--- src/rtl/ram_arb_pkg.sv ---
// ram_arb_pkg: shared types and constants for the RAM port arbiter.
//   owner_t      : identifies which requester owns a RAM access (none/cpu/ldr)
//   RAM_AW/RAM_DW: RAM address and data widths (256 x 8)
package ram_arb_pkg;

    localparam int RAM_AW = 8;
    localparam int RAM_DW = 8;

    typedef enum logic [1:0] {
        OWN_NONE = 2'b00,
        OWN_CPU  = 2'b01,
        OWN_LDR  = 2'b10
    } owner_t;

endpackage

--- src/rtl/ram_arb_pick.sv ---
// ram_arb_pick: combinational winner selection between the CPU and the loader.
// Optional feature macro: RAM_ARB_RR_EN (hold-limited round robin). Without it
// the CPU has fixed priority and the history inputs are ignored.
// Ports:
//   i_cpu_req, i_ldr_req : requests for this cycle
//   i_last_owner         : owner granted in the previous cycle (none after idle)
//   i_hold_cnt           : consecutive grants given to i_last_owner
//   o_cpu_win, o_ldr_win : one-hot (or zero) winner
import ram_arb_pkg::*;

module ram_arb_pick #(
    parameter int MAX_HOLD = 4
) (
    input  logic       i_cpu_req,
    input  logic       i_ldr_req,
    input  owner_t     i_last_owner,
    input  logic [3:0] i_hold_cnt,
    output logic       o_cpu_win,
    output logic       o_ldr_win
);

`ifdef RAM_ARB_RR_EN
    logic w_keep;

    // The current owner may keep the RAM until it has used its hold budget.
    assign w_keep = (i_hold_cnt < 4'(MAX_HOLD));

    always_comb begin
        o_cpu_win = i_cpu_req;
        o_ldr_win = i_ldr_req;
        if (i_cpu_req && i_ldr_req) begin
            case (i_last_owner)
                OWN_CPU: begin
                    o_cpu_win = w_keep;
                    o_ldr_win = ~w_keep;
                end
                OWN_LDR: begin
                    o_cpu_win = ~w_keep;
                    o_ldr_win = w_keep;
                end
                // No history: the CPU wins.
                default: o_ldr_win = 1'b0;
            endcase
        end
    end
`else
    logic       w_unused_owner;
    logic [3:0] w_unused_hold;

    assign o_cpu_win = i_cpu_req;
    assign o_ldr_win = i_ldr_req & ~i_cpu_req;

    // History is meaningless under fixed priority.
    assign w_unused_owner = ^i_last_owner;
    assign w_unused_hold  = i_hold_cnt ^ 4'(MAX_HOLD);
`endif

endmodule

--- src/rtl/ram_port_arbiter.sv ---
// ram_port_arbiter: shares the single-port 256x8 synchronous RAM between the
// CPU and the program loader/debug port. One access per cycle, grant in the
// same cycle, ack plus read data one cycle later (registered RAM read).
// Optional feature macro: RAM_ARB_RR_EN (hold-limited round robin, MAX_HOLD).
// Ports:
//   clk, rst_n                         : clock, async active-low reset
//   cpu_req/we/addr/wdata, cpu_gnt     : CPU request side and same-cycle grant
//   cpu_ack, cpu_rdata                 : CPU completion, data valid with ack
//   ldr_*                              : same set for the loader
//   ram_addr, ram_data, ram_we, ram_q  : RAM connection
import ram_arb_pkg::*;

module ram_port_arbiter #(
    parameter int MAX_HOLD = 4
) (
    input  logic              clk,
    input  logic              rst_n,
    input  logic              cpu_req,
    input  logic              cpu_we,
    input  logic [RAM_AW-1:0] cpu_addr,
    input  logic [RAM_DW-1:0] cpu_wdata,
    output logic              cpu_gnt,
    output logic              cpu_ack,
    output logic [RAM_DW-1:0] cpu_rdata,
    input  logic              ldr_req,
    input  logic              ldr_we,
    input  logic [RAM_AW-1:0] ldr_addr,
    input  logic [RAM_DW-1:0] ldr_wdata,
    output logic              ldr_gnt,
    output logic              ldr_ack,
    output logic [RAM_DW-1:0] ldr_rdata,
    output logic [RAM_AW-1:0] ram_addr,
    output logic [RAM_DW-1:0] ram_data,
    output logic              ram_we,
    input  logic [RAM_DW-1:0] ram_q
);

    owner_t            r_rd_owner;
    owner_t            w_last_owner;
    owner_t            w_win_owner;
    logic [3:0]        w_hold_cnt;
    logic              w_cpu_win;
    logic              w_ldr_win;
    logic [RAM_AW-1:0] r_addr;
    logic [RAM_DW-1:0] r_data;

    ram_arb_pick #(
        .MAX_HOLD (MAX_HOLD)
    ) u_pick (
        .i_cpu_req    (cpu_req),
        .i_ldr_req    (ldr_req),
        .i_last_owner (w_last_owner),
        .i_hold_cnt   (w_hold_cnt),
        .o_cpu_win    (w_cpu_win),
        .o_ldr_win    (w_ldr_win)
    );

    // No access may reach the RAM while reset is held.
    assign cpu_gnt = w_cpu_win & rst_n;
    assign ldr_gnt = w_ldr_win & rst_n;

    assign w_win_owner = cpu_gnt ? OWN_CPU : (ldr_gnt ? OWN_LDR : OWN_NONE);

    // Idle cycles replay the last granted address/data so the RAM pins stay quiet.
    assign ram_addr = cpu_gnt ? cpu_addr  : (ldr_gnt ? ldr_addr  : r_addr);
    assign ram_data = cpu_gnt ? cpu_wdata : (ldr_gnt ? ldr_wdata : r_data);
    assign ram_we   = (cpu_gnt & cpu_we) | (ldr_gnt & ldr_we);

    always_ff @(posedge clk or negedge rst_n) begin
        if (!rst_n) begin
            r_rd_owner <= OWN_NONE;
            r_addr     <= '0;
            r_data     <= '0;
        end else begin
            r_rd_owner <= w_win_owner;
            if (cpu_gnt || ldr_gnt) begin
                r_addr <= ram_addr;
                r_data <= ram_data;
            end
        end
    end

    assign cpu_ack   = (r_rd_owner == OWN_CPU);
    assign ldr_ack   = (r_rd_owner == OWN_LDR);
    assign cpu_rdata = cpu_ack ? ram_q : '0;
    assign ldr_rdata = ldr_ack ? ram_q : '0;

`ifdef RAM_ARB_RR_EN
    owner_t     r_last_owner;
    logic [3:0] r_hold_cnt;

    always_ff @(posedge clk or negedge rst_n) begin
        if (!rst_n) begin
            r_last_owner <= OWN_NONE;
            r_hold_cnt   <= '0;
        end else if (w_win_owner == OWN_NONE) begin
            r_last_owner <= OWN_NONE;
            r_hold_cnt   <= '0;
        end else if (w_win_owner == r_last_owner) begin
            if (r_hold_cnt < 4'(MAX_HOLD)) begin
                r_hold_cnt <= r_hold_cnt + 4'd1;
            end
        end else begin
            r_last_owner <= w_win_owner;
            r_hold_cnt   <= 4'd1;
        end
    end

    assign w_last_owner = r_last_owner;
    assign w_hold_cnt   = r_hold_cnt;
`else
    assign w_last_owner = OWN_NONE;
    assign w_hold_cnt   = '0;
`endif

endmodule

--- config.mk ---
export PLATFORM = sky130hd
export DESIGN_NAME = ram_port_arbiter
export DESIGN_NICKNAME = d
export VERILOG_FILES = /design/src/rtl/ram_arb_pkg.sv /design/src/rtl/ram_arb_pick.sv /design/src/rtl/ram_port_arbiter.sv
export SDC_FILE = /design/constraint.sdc
export NUM_CORES = 1
export LEC_CHECK = 0
export BUFFER_PORTS_ARGS = -buffer_cell sky130_fd_sc_hd__buf_2
export CORE_MARGIN = 4
export CORE_UTILIZATION = 30
export CTS_BUF_LIST = sky130_fd_sc_hd__clkbuf_4 sky130_fd_sc_hd__clkbuf_8
export CTS_CLUSTER_DIAMETER = 50
export DETAILED_ROUTE_END_ITERATION = 6
export PLACE_DENSITY = 0.77
export SETUP_SLACK_MARGIN = 0.3
export SLEW_MARGIN = 40
export SYNTH_ARGS = -nofsm -noshare
export SYNTH_HDL_FRONTEND = slang
export SYNTH_SLANG_ARGS = --single-unit
--- constraint.sdc ---
create_clock -name clk -period 0.8 [get_ports clk]
set_clock_uncertainty 0.1 [all_clocks]
set_input_delay 0.04 -clock clk [delete_from_list [all_inputs] [get_ports clk]]
set_output_delay 0.04 -clock clk [all_outputs]
set_load 0.03 [all_outputs]
==> impl_metrics.json <==
{
  "outcome": "finished with violations",
  "violations": "hold timing, setup timing",
  "insertedDiodeCount": 0,
  "period_share": 1.680,
  "grt_first_pass_wirelength_mm": 8.217,
  "drv_slew": 0,
  "use_met3": 0.04700,
  "drive_gt1_frac": 0.9142,
  "synth-xor-area-share": 0,
  "initial_utilization": 0.3210,
  "dpl.hpwl_mm": 3.266,
  "busiest_layer": "met2",
  "instances_no_fill": 279,
  "grt_use_met2": 0.4625,
  "synth_mux_area_frac": 0,
  "finalHoldViolCount": 22,
  "final.setup.worst_slack_ps": -543.9,
  "syn_inst": 120,
  "crit_arrival_ps": 1200,
  "end_kind": "output port",
  "fin_setup_tns_ps": -20090,
  "cp_max_fo": 5,
  "hp-class": "in2async",
  "syn-cell-area_sq_mm": 0.001105,
  "fin_nets": 280,
  "ir_worst_vdd_v": 0.001137,
  "io_pins": 83,
  "yosys_warnings": 0,
  "clock_path_buffers": 2,
  "grt_max_degree": 17,
  "netlist.area_leader.share": 0.4077,
  "htreeDepth": 1,
  "dpl.cell_count": 252,
  "viasPerCell": 5.312,
  "rsz0062_at_grt": "true",
  "place_congestion": 0.6674,
  "regArea_sq_um": 461.7,
  "synth_compound_area_frac": 0.2899,
  "max_slew_margin": 0.7909,
  "design_power_total_mw": 4.234,
  "yosys.area_share.simple": 0.2446,
  "clk_pin_slew_ps": 70,
  "n_fill_cell": 157,
  "core-area_sq_mm": 0.003442,
  "grt.total_usage": 0.2413,
  "yosys.area.top_type": "dfrtp_1",
  "cp.required_ps": 660,
  "cts_inserted_buffers": 3,
  "max_slew.worst_pin.slew_ps": 313.7,
  "io_buffers": 82,
  "post-route-min-period_ps": 1344,
  "fp.dieW_um": 68.69,
  "drt_first_pass_iters": 4,
  "clk_latency_ps": 260,
  "grt_pass1_vias": 1659,
  "finalInstanceArea_sq_mm": 0.002960,
  "die-area_sq_mm": 0.004718,
  "crit_path_start_kind": "flop",
  "numClockSinks": 18,
  "cap_violations": 0,
  "synth-adder-area-share": 0,
  "crit-reg2reg-launch": "r_addr[0]",
  "critPathLaunch": "r_rd_owner[1]",
  "dr_total_vias": 1482,
  "synth_fp_nets": 166,
  "cts_tree": "done",
  "rows": 21,
  "powerDensity_mw_per_mm2": 1430,
  "critPathKind": "reg2out",
  "cts_root_buf": "clkbuf_8",
  "fp.dieH_um": 68.69,
  "setup_violations": 53,
  "drt_iter0_markers": 38,
  "grt-ovfl-total": 0,
  "ys_types": 16,
  "synth_top_family_by_area": "compound AO/OA/AOI/OAI gates",
  "leakagePower_nw": 1.191,
  "antenna_found_initial": 0,
  "post-route-drc-count": 0,
  "placed_area_sq_mm": 0.002180,
  "yosysSeqAreaShare": 0.4077,
  "postRouteAntennaNets": 0,
  "syn_area_per_cell_sq_um": 9.207,
  "synth_seq_cells": 18,
  "multi_input_area_sq_mm": 0.001282,
  "routed_wirelength_mm": 5.766,
  "area.growth.synth_to_final_pct": 168.0,
  "grt_util_met1": 0.2653,
  "avgRoutedWirePerCell_um": 20.67,
  "synthTopCellsByArea": "dfrtp_1, o32ai_2, nor2_1",
  "max_freq_mhz": 744.1,
  "hold_slack_ps": -379.3
}
[cell usage in the layout, fill, tap and decap left out]
| cell | count |
|---|---|
| nand2_1 | 1 |
| buf_8 | 2 |
| or2_1 | 1 |
| nor2b_2 | 1 |
| clkbuf_8 | 4 |
| buf_4 | 15 |
| clkinvlp_4 | 1 |
| and2_4 | 17 |
| o21ai_2 | 1 |
| nor2_2 | 10 |
| buf_6 | 48 |
| dfrtp_1 | 9 |
| nor2_1 | 8 |
| nand2_4 | 1 |
| o32ai_4 | 16 |
| o22ai_2 | 6 |
| dfrtp_2 | 9 |
| buf_2 | 42 |
| buf_16 | 3 |
| nand2_8 | 5 |
| nor2b_1 | 1 |
| nor2_4 | 16 |
| o22ai_4 | 10 |
| buf_12 | 6 |
[power breakdown]
| group | internal, mW | total (mW) | switching (mW) |
|---|---|---|---|
| clock | 0.438 | 0.769 | 0.330 |
| sequential | 1.05 | 1.24 | 0.190 |
| combinational | 1.10 | 2.23 | 1.13 |
[stage by stage]
step                      setup slack [ps]  utilization
final                               -543.9       0.8601
after global routing                -587.0       0.8601
after CTS                           -542.9       0.8019
after detailed placement            -379.3       0.6332
after floorplan                     -196.5            -
after global placement              -353.6       0.6332
[cells in the mapped netlist]
master and n:
or2_1 1, buf_6 1, dfrtp_1 18, o22ai_1 16, o21ai_0 1, and2_1 17, nor2_1 34, o32ai_2 10
nand2_2 1, buf_2 3, clkbuf_1 3, nor2b_1 2, nand2_1 3, o32ai_1 6, buf_4 3, inv_1 1
[area by class of cell]
type | count | area share
well taps | 46 | 0.01944
repair buffers | 116 | 0.3702
flip-flops and latches | 18 | 0.1560
multi-input cells | 94 | 0.4332
clock buffers | 4 | 0.01860
inverters | 1 | 0.002536
[flip-flops by register name (all words and copies together), names as in the netlist]
register    flops
r_rd_owner      2
r_addr          8
r_data          8
[worst max-delay path, cell delays in order (launching register included)]
cell	delay, ps
dfrtp_1	370
nor2b_2	160
buf_4	150
and2_4	140
buf_6	130
[repair_timing]
item                                    4_1_cts  5_1_grt
hold endpoints to repair                     25       19
endpoints found under the setup margin       55       54
pin swaps                                    43       22
gates resized for setup                     102       39
setup buffers                                 9        7
gates cloned                                  7        0
[cells by family after synthesis]
family / count (synthesis)
buffers and inverters: 11
AO/OA/AOI/OAI: 33
flip-flops: 18
AND/OR/NAND/NOR: 58
[path summary, 6_finish.rpt]
check / depth (start not counted) / endpoint / slack (ps)
min: 2 / r_data[7] / -380
min in group clk: 3 / r_addr[5] / -20
min reg2reg: 2 / r_data[5] / 530
max in group asynchronous: 3 / r_addr[1] / 500
max reg2reg: 4 / r_addr[0] / -320
max: 4 / ldr_rdata[5] / -540
[routing by layer]
metal	vias up	share of wire
met5	-	0
met4	0	0.022
met3	12	0.069
met2	74	0.55
met1	721	0.36
li1	675	-
No activity file was read; power rests on OpenSTA's default activity.
